$ cat config.mk
export PLATFORM = sky130hd
export DESIGN_NAME = fetch_unit
export DESIGN_NICKNAME = d
export VERILOG_FILES = /design/src/rtl/fetch_unit_pkg.sv /design/src/rtl/fetch_unit_return_stack.sv /design/src/rtl/fetch_unit.sv
export SDC_FILE = /design/constraint.sdc
export NUM_CORES = 1
export LEC_CHECK = 0
export ABC_CLOCK_PERIOD_IN_PS = 2350
export BUFFER_PORTS_ARGS = -buffer_cell sky130_fd_sc_hd__buf_2
export CAP_MARGIN = 20
export CORE_MARGIN = 1.5
export CORE_UTILIZATION = 44
export DETAILED_ROUTE_END_ITERATION = 8
export PLACE_DENSITY_LB_ADDON = 0.15
export SYNTH_ARGS = -nofsm -noshare
export SYNTH_HDL_FRONTEND = slang
export SYNTH_HIERARCHICAL = 1
export SYNTH_SLANG_ARGS = --single-unit
$ cat constraint.sdc
create_clock -name CLK -period 2.35 [get_ports CLK]
set_input_delay 0.1175 -clock CLK [delete_from_list [all_inputs] [get_ports CLK]]
set_output_delay 0.1175 -clock CLK [all_outputs]
set_load 0.03 [all_outputs]
$ cat src/rtl/fetch_unit_pkg.sv
// Shared definitions for the fetch stage: FSM states and instruction decode constants.
package fetch_unit_pkg;

   localparam int unsigned PC_W_DEF = 10;
   localparam int unsigned IW_DEF   = 9;

   typedef enum logic [1:0] {
      IDLE,
      RUN,
      HALT
   } fetch_state_t;

   // {opcode, fcode} patterns, compared with ==? so '?' bits are don't-care
   localparam logic [4:0] cJ    = 5'b1100?;
   localparam logic [4:0] cCALL = 5'b11010;
   localparam logic [4:0] cRET  = 5'b11011;
   localparam logic [4:0] cHALT = 5'b11111;

endpackage

$ cat src/rtl/fetch_unit_return_stack.sv
// Return-address LIFO; the owner sequences push/pop and never issues both at once.
module fetch_unit_return_stack #(
   parameter int unsigned PC_W      = 10,
   parameter int unsigned RAS_DEPTH = 4
) (
   input  logic            CLK,
   input  logic            reset,
   input  logic            clear,
   input  logic            push,
   input  logic            pop,
   input  logic [PC_W-1:0] push_data,
   output logic            full,
   output logic            empty,
   output logic [PC_W-1:0] top
);

   localparam int unsigned PtrW = $clog2(RAS_DEPTH + 1);
   localparam int unsigned IdxW = (RAS_DEPTH > 1) ? $clog2(RAS_DEPTH) : 1;

   logic [PC_W-1:0] mem [RAS_DEPTH];
   logic [PtrW-1:0] ptr_q;
   logic [IdxW-1:0] top_idx;
   logic [IdxW-1:0] wr_idx;

   assign full    = (ptr_q == PtrW'(RAS_DEPTH));
   assign empty   = (ptr_q == '0);
   assign top_idx = IdxW'(ptr_q - 1'b1);
   assign wr_idx  = IdxW'(ptr_q);
   assign top     = mem[top_idx];

   // Stack storage: written only on an accepted push.
   always_ff @(posedge CLK) begin
      if (push && !full) begin
         mem[wr_idx] <= push_data;
      end
   end

   // Occupancy pointer; clear empties the stack when execution restarts.
   always_ff @(posedge CLK) begin
      if (reset || clear) begin
         ptr_q <= '0;
      end else if (push && !full) begin
         ptr_q <= ptr_q + 1'b1;
      end else if (pop && !empty) begin
         ptr_q <= ptr_q - 1'b1;
      end
   end

endmodule

$ cat src/rtl/fetch_unit.sv
// Instruction fetch / PC stage: PC sequencing, branch resolution, call/return stack, DONE.
module fetch_unit
   import fetch_unit_pkg::*;
#(
   parameter int unsigned   PC_W       = PC_W_DEF,
   parameter int unsigned   IW         = IW_DEF,
   parameter int unsigned   RAS_DEPTH  = 4,
   parameter logic [PC_W-1:0] START_ADDR = '0
) (
   input  logic            CLK,
   input  logic            reset,
   input  logic            start,
   output logic [PC_W-1:0] instr_addr,
   input  logic [IW-1:0]   instr_data,
   output logic [3:0]      opcode,
   output logic            fcode,
   output logic [3:0]      operand,
   input  logic            CTRL_branch_rel_nz,
   input  logic            CTRL_branch_rel_z,
   input  logic            CTRL_branch_abs,
   input  logic            zero,
   input  logic [7:0]      rel_offset,
   input  logic [PC_W-1:0] abs_target,
   output logic            DONE,
   output logic            ras_err,
   output logic [15:0]     instr_ct
);

   fetch_state_t    state_q, state_d;
   logic [PC_W-1:0] pc_q, pc_d;
   logic            done_q;
   logic            err_q, err_d;
   logic [15:0]     ct_q, ct_d;

   logic            ras_push, ras_pop, ras_clear;
   logic            ras_full, ras_empty;
   logic [PC_W-1:0] ras_top;

   logic [4:0]      dec;
   logic [PC_W-1:0] pc_inc, pc_rel, rel_ext;
   logic            rel_taken;

   assign opcode  = instr_data[8:5];
   assign fcode   = instr_data[4];
   assign operand = instr_data[3:0];
   assign dec     = {opcode, fcode};

   assign rel_ext   = {{(PC_W - 8){rel_offset[7]}}, rel_offset};
   assign pc_inc    = pc_q + 1'b1;
   assign pc_rel    = pc_q + rel_ext;
   // Both rel controls together make the branch taken for either zero value.
   assign rel_taken = (CTRL_branch_rel_z & zero) | (CTRL_branch_rel_nz & ~zero);

   assign instr_addr = pc_q;
   assign DONE       = done_q;
   assign ras_err    = err_q;
   assign instr_ct   = ct_q;

   fetch_unit_return_stack #(
      .PC_W      (PC_W),
      .RAS_DEPTH (RAS_DEPTH)
   ) u_return_stack (
      .CLK       (CLK),
      .reset     (reset),
      .clear     (ras_clear),
      .push      (ras_push),
      .pop       (ras_pop),
      .push_data (pc_inc),
      .full      (ras_full),
      .empty     (ras_empty),
      .top       (ras_top)
   );

   // Next-state, next-PC and stack control.
   always_comb begin
      state_d   = state_q;
      pc_d      = pc_q;
      err_d     = err_q;
      ct_d      = ct_q;
      ras_push  = 1'b0;
      ras_pop   = 1'b0;
      ras_clear = 1'b0;

      unique case (state_q)
         IDLE, HALT: begin
            if (start) begin
               state_d   = RUN;
               pc_d      = START_ADDR;
               ct_d      = '0;
               err_d     = 1'b0;
               ras_clear = 1'b1;
            end
         end
         RUN: begin
            if (ct_q != 16'hFFFF) begin
               ct_d = ct_q + 16'd1;
            end
            if (dec ==? cHALT) begin
               state_d = HALT;
            end else if (CTRL_branch_abs && (dec ==? cRET)) begin
               if (ras_empty) begin
                  // Unbalanced return: stop where we are.
                  err_d   = 1'b1;
                  state_d = HALT;
               end else begin
                  pc_d    = ras_top;
                  ras_pop = 1'b1;
               end
            end else if (CTRL_branch_abs && (dec ==? cCALL)) begin
               // Overflowing call still jumps; only the return address is lost.
               if (ras_full) begin
                  err_d = 1'b1;
               end else begin
                  ras_push = 1'b1;
               end
               pc_d = abs_target;
            end else if (CTRL_branch_abs) begin
               pc_d = abs_target;
            end else if (rel_taken) begin
               pc_d = pc_rel;
            end else begin
               pc_d = pc_inc;
            end
         end
         default: begin
            state_d = IDLE;
         end
      endcase
   end

   // State registers; DONE is registered from the next state.
   always_ff @(posedge CLK) begin
      if (reset) begin
         state_q <= IDLE;
         pc_q    <= START_ADDR;
         done_q  <= 1'b1;
         err_q   <= 1'b0;
         ct_q    <= '0;
      end else begin
         state_q <= state_d;
         pc_q    <= pc_d;
         done_q  <= (state_d != RUN);
         err_q   <= err_d;
         ct_q    <= ct_d;
      end
   end

endmodule

==> flow_metrics.env, run 1 <==
export IMPL_status="completed"
export IMPL_path_delay_family="compound AO/OA/AOI/OAI gates"
export IMPL_p_leak_nw=1.85
export IMPL_wl_per_cell_um=17.6
export IMPL_power_frac_comb_pct=14.0
export IMPL_io_buffer_count=62
export IMPL_clockRootBuffer="clkbuf_8"
export IMPL_period_needed_ns=2.21
export IMPL_ys_types=65
export IMPL_cap_violations=0
export IMPL_tns_ns=0
export IMPL_finalMaxSlewViolations=0
export IMPL_yosys_warnings=6
export IMPL_htreeDepth=3
export IMPL_synth_edff_count=40
export IMPL_gr_total_overflow=0
export IMPL_grt_pass1_vias=3175
export IMPL_drtIter0Drc=194
export IMPL_hold_start="abs_target[3]"
export IMPL_pre_cts_ws_ns=0.0993
export IMPL_row_count=34
export IMPL_seqPwrFrac_pct=49.1
export IMPL_drc=0
export IMPL_syn_area_per_cell_sq_um=10.8
export IMPL_multi_input_area_sq_um=2070
export IMPL_p_int_mw=2.02
export IMPL_critPathLaunch="instr_addr[0]"
export IMPL_drive_above_1_share_pct=28.8
export IMPL_async_flop_share_pct=0
export IMPL_vdd_drop_max_mv=0.375
export IMPL_synth_compound_area_share_pct=15.1
export IMPL_path_class="register to register"
export IMPL_ant_nets=0
export IMPL_synth_fa_ha_area_share_pct=5.71
export IMPL_hold_depth=3
export IMPL_dpl_cell_count=547
export IMPL_pwr_share_clk_pct=36.9
export IMPL_yosysSeqAreaShare_pct=45.6
export IMPL_synth_seq_cells=73
export IMPL_avgViaCountPerCell=5.65
export IMPL_path_cells="ha_1 > inv_1 > fa_1 > nor2b_4 > o31a_1 > nor3_1 > a2111oi_1 > o21a_1 > o22ai_1"
export IMPL_start_kind="register"
export IMPL_grt_max_degree=16
export IMPL_synth_simple_gate_area_share_pct=18.2
export IMPL_hold_ws_ns=0.0845
export IMPL_hp_class="input port to register"
export IMPL_die_h_um=99.3
export IMPL_cts_hold_buffers=0
export IMPL_cts_setup_buffers=0
export IMPL_r2r_cells=9
export IMPL_die_area_sq_um=9860
export IMPL_synth_nets=428
export IMPL_synth_top_area_share_pct=29.4
export IMPL_power_density_nw_per_um2=588
export IMPL_io_pin_count=71
export IMPL_worstSetupEndpointType="register"
export IMPL_clock_sinks=73
export IMPL_period_share_pct=94.0
export IMPL_fin_cells=563
export IMPL_crit_buf_inv=1
export IMPL_antenna_found_initial=0
export IMPL_slew_headroom_pct=67.2
export IMPL_start_util_pct=46.1
export IMPL_ys_top_cells_by_area="edfxtp_1 29%, dfxtp_1 16%, mux4_2 5.5%, ha_1 5.2%, nor2_1 2.9%"
export IMPL_cts_tree="built"
export IMPL_crit_fanout=4
export IMPL_synth_top_family_by_area="simple AND/OR/NAND/NOR gates"
export IMPL_synth_most_common_cell="edfxtp_1"
export IMPL_area_growth_pct=17.1
export IMPL_antenna_cells=0
export IMPL_p_sw_mw=0.785
export IMPL_fin_nets=502
export IMPL_rsz0062_at_grt="false"
export IMPL_setup_ws_ns=0.141
export IMPL_clkLatencyLatePin_ns=0.35
export IMPL_synthTopCellsByCount="40 x edfxtp_1, 33 x dfxtp_1, 32 x nor2_1"
export IMPL_core_area_sq_um=8850
export IMPL_synthMuxAreaShare_pct=7.02
export IMPL_netlist_instances=376
export IMPL_synth_xor_area_share_pct=4.29
export IMPL_arrival_ns=2.43
export IMPL_max_stage_delay_ns=0.42
export IMPL_grt_pass1_wl_mm=16.0
export IMPL_fin_skew_ns=0.0118
export IMPL_clkTransAtPathRegs_ns=0.08
export IMPL_cts_buffers=9
export IMPL_cp_depth=9
export IMPL_reg2reg_from="instr_addr[0]"
export IMPL_timing_fmax_mhz=453
export IMPL_die_w_um=99.3
export IMPL_drt_total_wl_mm=9.91
export IMPL_dr_pass1_iters=4
export IMPL_worst_path_max_delay_cell="fa_1"
export IMPL_hpwl_mm=7.49
export IMPL_hold_viol_final=0
export IMPL_grt_usage_pct=21.1
export IMPL_swShare_pct=27.9
export IMPL_cts_path_max_buffers=2
export IMPL_setup_viol=0
export IMPL_synth_top_cell_by_area="edfxtp_1"
export IMPL_fillers=808
export IMPL_seqCellArea_sq_um=1860
export IMPL_syn_cell_area_sq_um=4080
export IMPL_max_slew_worst_pin_slew_ns=0.489
export IMPL_critPathRequiredTime_ns=2.58
export IMPL_vias=3181
export IMPL_gp_congestion=0.930
export IMPL_synth_flop_cell="edfxtp_1"
[power by group through the flow]
stage	Clock, mW	Combinational, mW	Sequential, mW
after global routing	1.11	0.428	1.38
after global placement	0	0.384	1.41
after detailed placement	0	0.387	1.41
final	1.04	0.393	1.38
after CTS	1.06	0.391	1.38
after floorplan	0	0.235	1.44
[tightest hold or removal path: stages]
cell and delay [ns]:
buf_2 0.07, o211ai_1 0.07, a21oi_1 0.12
[what timing repair did]
action                                  in CTS  in global routing
hold endpoints to repair                     0                  0
endpoints found under the setup margin       0                 41
gates resized for setup                      0                  7
[final cells by class]
cell class	instances	share of cell area (%)
inverters	14	1.10
clock buffers	9	2.59
clock inverters	7	1.78
flip-flops and latches	73	39.0
well taps	108	2.83
repair buffers	80	9.32
multi-input cells	272	43.4
[final timing paths]
path	to	slack [ns]
setup / recovery	instr_addr[6]	0.14
hold / removal	instr_addr[3]	0.08
setup reg to reg	instr_addr[6]	0.14
hold reg to reg	ras_err	0.48
[cell usage in the layout, fill, tap and decap left out, drive strengths merged, types with 3 or more instances in the layout]
master / count
mux4: 10
mux2i: 5
nand2b: 4
inv: 18
ha: 17
nand4: 4
o31a: 3
nor2b: 7
buf: 80
xor2: 8
and2: 8
a31oi: 3
o21a: 4
nand2: 30
a21oi: 20
o211ai: 7
and3: 5
or3: 8
o31ai: 3
clkbuf: 9
o22ai: 4
and4: 5
nor3: 13
nand3: 10
o21ai: 13
xnor2: 12
edfxtp: 40
a22oi: 3
dfxtp: 33
nor2: 32
[sequential cells by signal, summed over array words and instances (netlist names)]
register and flops:
u_return_stack/ptr_q 3, u_return_stack/mem 40, ras_err 1, DONE 1, state_q 2, instr_ct 16, instr_addr 10
[per-layer routing]
metal  up-vias  routed length [um]  GRT usage [%]
met3         7                 780           5.20
met1      1507                4330           27.6
met2       106                4710           34.9
met4         0                  94           5.85
li1       1561                   -              -
met5         -                   0              0
[kinds of logic (layout without fill, tap and decap cells)]
family,after synthesis,count (layout)
adders and majority gates,18,18
AOI/OAI and AO/OA,82,82
buffers and inverters,31,110
and+or+nand+nor,136,136
DFF,73,73
muxes,16,16
xor gates and xnor gates,20,20
[metrics by stage]
stage          instance area, sq um  utilization [%]  power, mW
2_1_floorplan                  4080                -       1.68
3_3_place_gp                   4550             51.4       1.79
3_5_place_dp                   4550             51.4       1.80
4_1_cts                        4760             53.8       2.83
5_1_grt                        4780             54.0       2.92
6_report                       4780             54.0       2.81
Note: power is estimated with default switching activity, not from simulation.
==> run 2: changes to the inputs <==
--- a/config.mk
+++ b/config.mk
@@ -5,7 +5,7 @@
 export SDC_FILE = /design/constraint.sdc
 export NUM_CORES = 1
 export LEC_CHECK = 0
-export ABC_CLOCK_PERIOD_IN_PS = 2350
+export ABC_CLOCK_PERIOD_IN_PS = 2500
 export BUFFER_PORTS_ARGS = -buffer_cell sky130_fd_sc_hd__buf_2
 export CAP_MARGIN = 20
 export CORE_MARGIN = 1.5
==> constraint.sdc (replaced) <==
create_clock -name CLK -period 2.5 [get_ports CLK]
set_input_delay 0.125 -clock CLK [delete_from_list [all_inputs] [get_ports CLK]]
set_output_delay 0.125 -clock CLK [all_outputs]
set_load 0.03 [all_outputs]
==> run 2 against run 1 <==
  * Worst hold slack worse by 0.0087 ns
  * Sequential share of layout area up 0.51 points
  * Count of clock-buffer cells in the layout unchanged
  * Critical path depth down 1
==> flow_metrics.env, run 2 (synthesized netlist as in run 1, its figures left out) <==
export IMPL_cts_hold_buffers=0
export IMPL_cts_tree="built"
export IMPL_timing_fmax_mhz=443
export IMPL_antenna_found_initial=0
export IMPL_ant_nets=0
export IMPL_core_area_sq_um=8850
export IMPL_clock_sinks=73
export IMPL_avgViaCountPerCell=5.74
export IMPL_die_w_um=99.3
export IMPL_io_pin_count=71
export IMPL_grt_usage_pct=20.9
export IMPL_drive_above_1_share_pct=27.4
export IMPL_final_util_pct=53.3
export IMPL_hold_viol_final=0
export IMPL_hpwl_mm=7.46
export IMPL_rsz0062_at_grt="false"
export IMPL_gp_congestion=0.947
export IMPL_dr_pass1_iters=5
export IMPL_wl_per_cell_um=17.7
export IMPL_arrival_ns=2.48
export IMPL_hold_ws_ns=0.0758
export IMPL_fin_skew_ns=0.0114
export IMPL_die_area_sq_um=9860
export IMPL_tns_ns=0
export IMPL_layout_commonest_cell="buf_2"
export IMPL_hp_class="input port to register"
export IMPL_crit_fanout=7
export IMPL_vias=3199
export IMPL_power_mw=2.63
export IMPL_top_register="u_return_stack/mem"
export IMPL_worstSetupEndpointType="register"
export IMPL_setup_viol=0
export IMPL_p_leak_nw=1.81
export IMPL_clkLatencyLatePin_ns=0.35
export IMPL_fin_nets=496
export IMPL_area_growth_pct=15.5
export IMPL_status="completed"
export IMPL_antenna_cells=0
export IMPL_drc=0
export IMPL_cap_violations=0
export IMPL_largest_reg_flops=40
export IMPL_start_kind="register"
export IMPL_row_count=34
export IMPL_drtIter0Drc=175
export IMPL_path_class="register to register"
export IMPL_clockRootBuffer="clkbuf_8"
export IMPL_cts_setup_buffers=0
export IMPL_slew_headroom_pct=67.1
export IMPL_die_h_um=99.3
export IMPL_htreeDepth=3
export IMPL_finalMaxSlewViolations=0
export IMPL_io_buffer_count=62
export IMPL_grt_pass1_vias=3148
export IMPL_max_slew_worst_pin_slew_ns=0.490
export IMPL_power_density_nw_per_um2=559
export IMPL_clkTransAtPathRegs_ns=0.09
export IMPL_start_util_pct=46.1
export IMPL_grt_max_degree=16
export IMPL_cts_buffers=9
export IMPL_vdd_drop_max_mv=0.265
export IMPL_gr_total_overflow=0
export IMPL_final_cell_mix="62 x buf_2, 40 x edfxtp_1, 33 x dfxtp_1"
export IMPL_period_needed_ns=2.26
export IMPL_critPathRequiredTime_ns=2.73
export IMPL_grt_pass1_wl_mm=15.9
export IMPL_drt_total_wl_mm=9.84
export IMPL_period_share_pct=90.2
export IMPL_cts_path_max_buffers=2
run 2: cell types whose count changed in the layout (fill, tap and decap cells not counted), sizes merged:
cell and delta:
buf -6
run 2: power by group:
part	leakage, nW	switching (mW)	internal (mW)
registers	0.634	0.0198	1.28
clock network	0.100	0.493	0.481
logic	1.08	0.225	0.134
total	1.81	0.738	1.90
run 2: final cells by class:
class	instances	area, sq um
sequential	73	1860
inverter	14	52.6
timing repair buffer	74	400
tap	108	135
multi-input combinational	272	2050
fill	810	4140
clock buffer	9	124
clock inverter	7	85.1
run 2: per-layer routing:
layer / share of wire (%) / routed length, um / track usage (%) / up-vias
li1: - / - / - / 1547
met1: 45 / 4410 / 28.2 / 1521
met2: 47 / 4640 / 34.0 / 119
met3: 6.8 / 673 / 4.78 / 12
met4: 1.3 / 124 / 5.85 / 0
met5: 0 / 0 / 0 / -
run 2: final timing paths:
| path | from | cells past startpoint | slack, ns | end |
|---|---|---|---|---|
| setup / recovery | instr_addr[1] | 8 | 0.24 | instr_addr[6] |
| hold / removal | reset | 2 | 0.08 | instr_ct[0] |
| setup reg to reg | instr_addr[1] | 8 | 0.24 | instr_addr[6] |
| hold reg to reg | ras_err | 2 | 0.49 | ras_err |
run 2: worst max-delay path, stage by stage, from the launching register on:
cell,delay (ns)
dfxtp_1,0.48
inv_1,0.11
fa_1,0.49
nor2b_4,0.15
o31a_1,0.20
nor3_1,0.07
a2111oi_1,0.40
o21a_1,0.16
o22ai_1,0.08
run 2: through the flow:
stage / worst slack [ns] / std cells / instance area, sq um
2_1_floorplan: 0.103 / 376 / 4080
3_3_place_gp: 0.384 / 541 / 4500
3_5_place_dp: 0.182 / 541 / 4500
4_1_cts: 0.162 / 557 / 4710
5_1_grt: 0.0635 / 557 / 4710
6_report: 0.245 / 557 / 4710
run 2: what timing repair did:
| action | in CTS | in global routing |
|---|---|---|
| gates resized for setup | 0 | 1 |
| hold endpoints to repair | 0 | 0 |
| setup endpoints to repair | 0 | 1 |
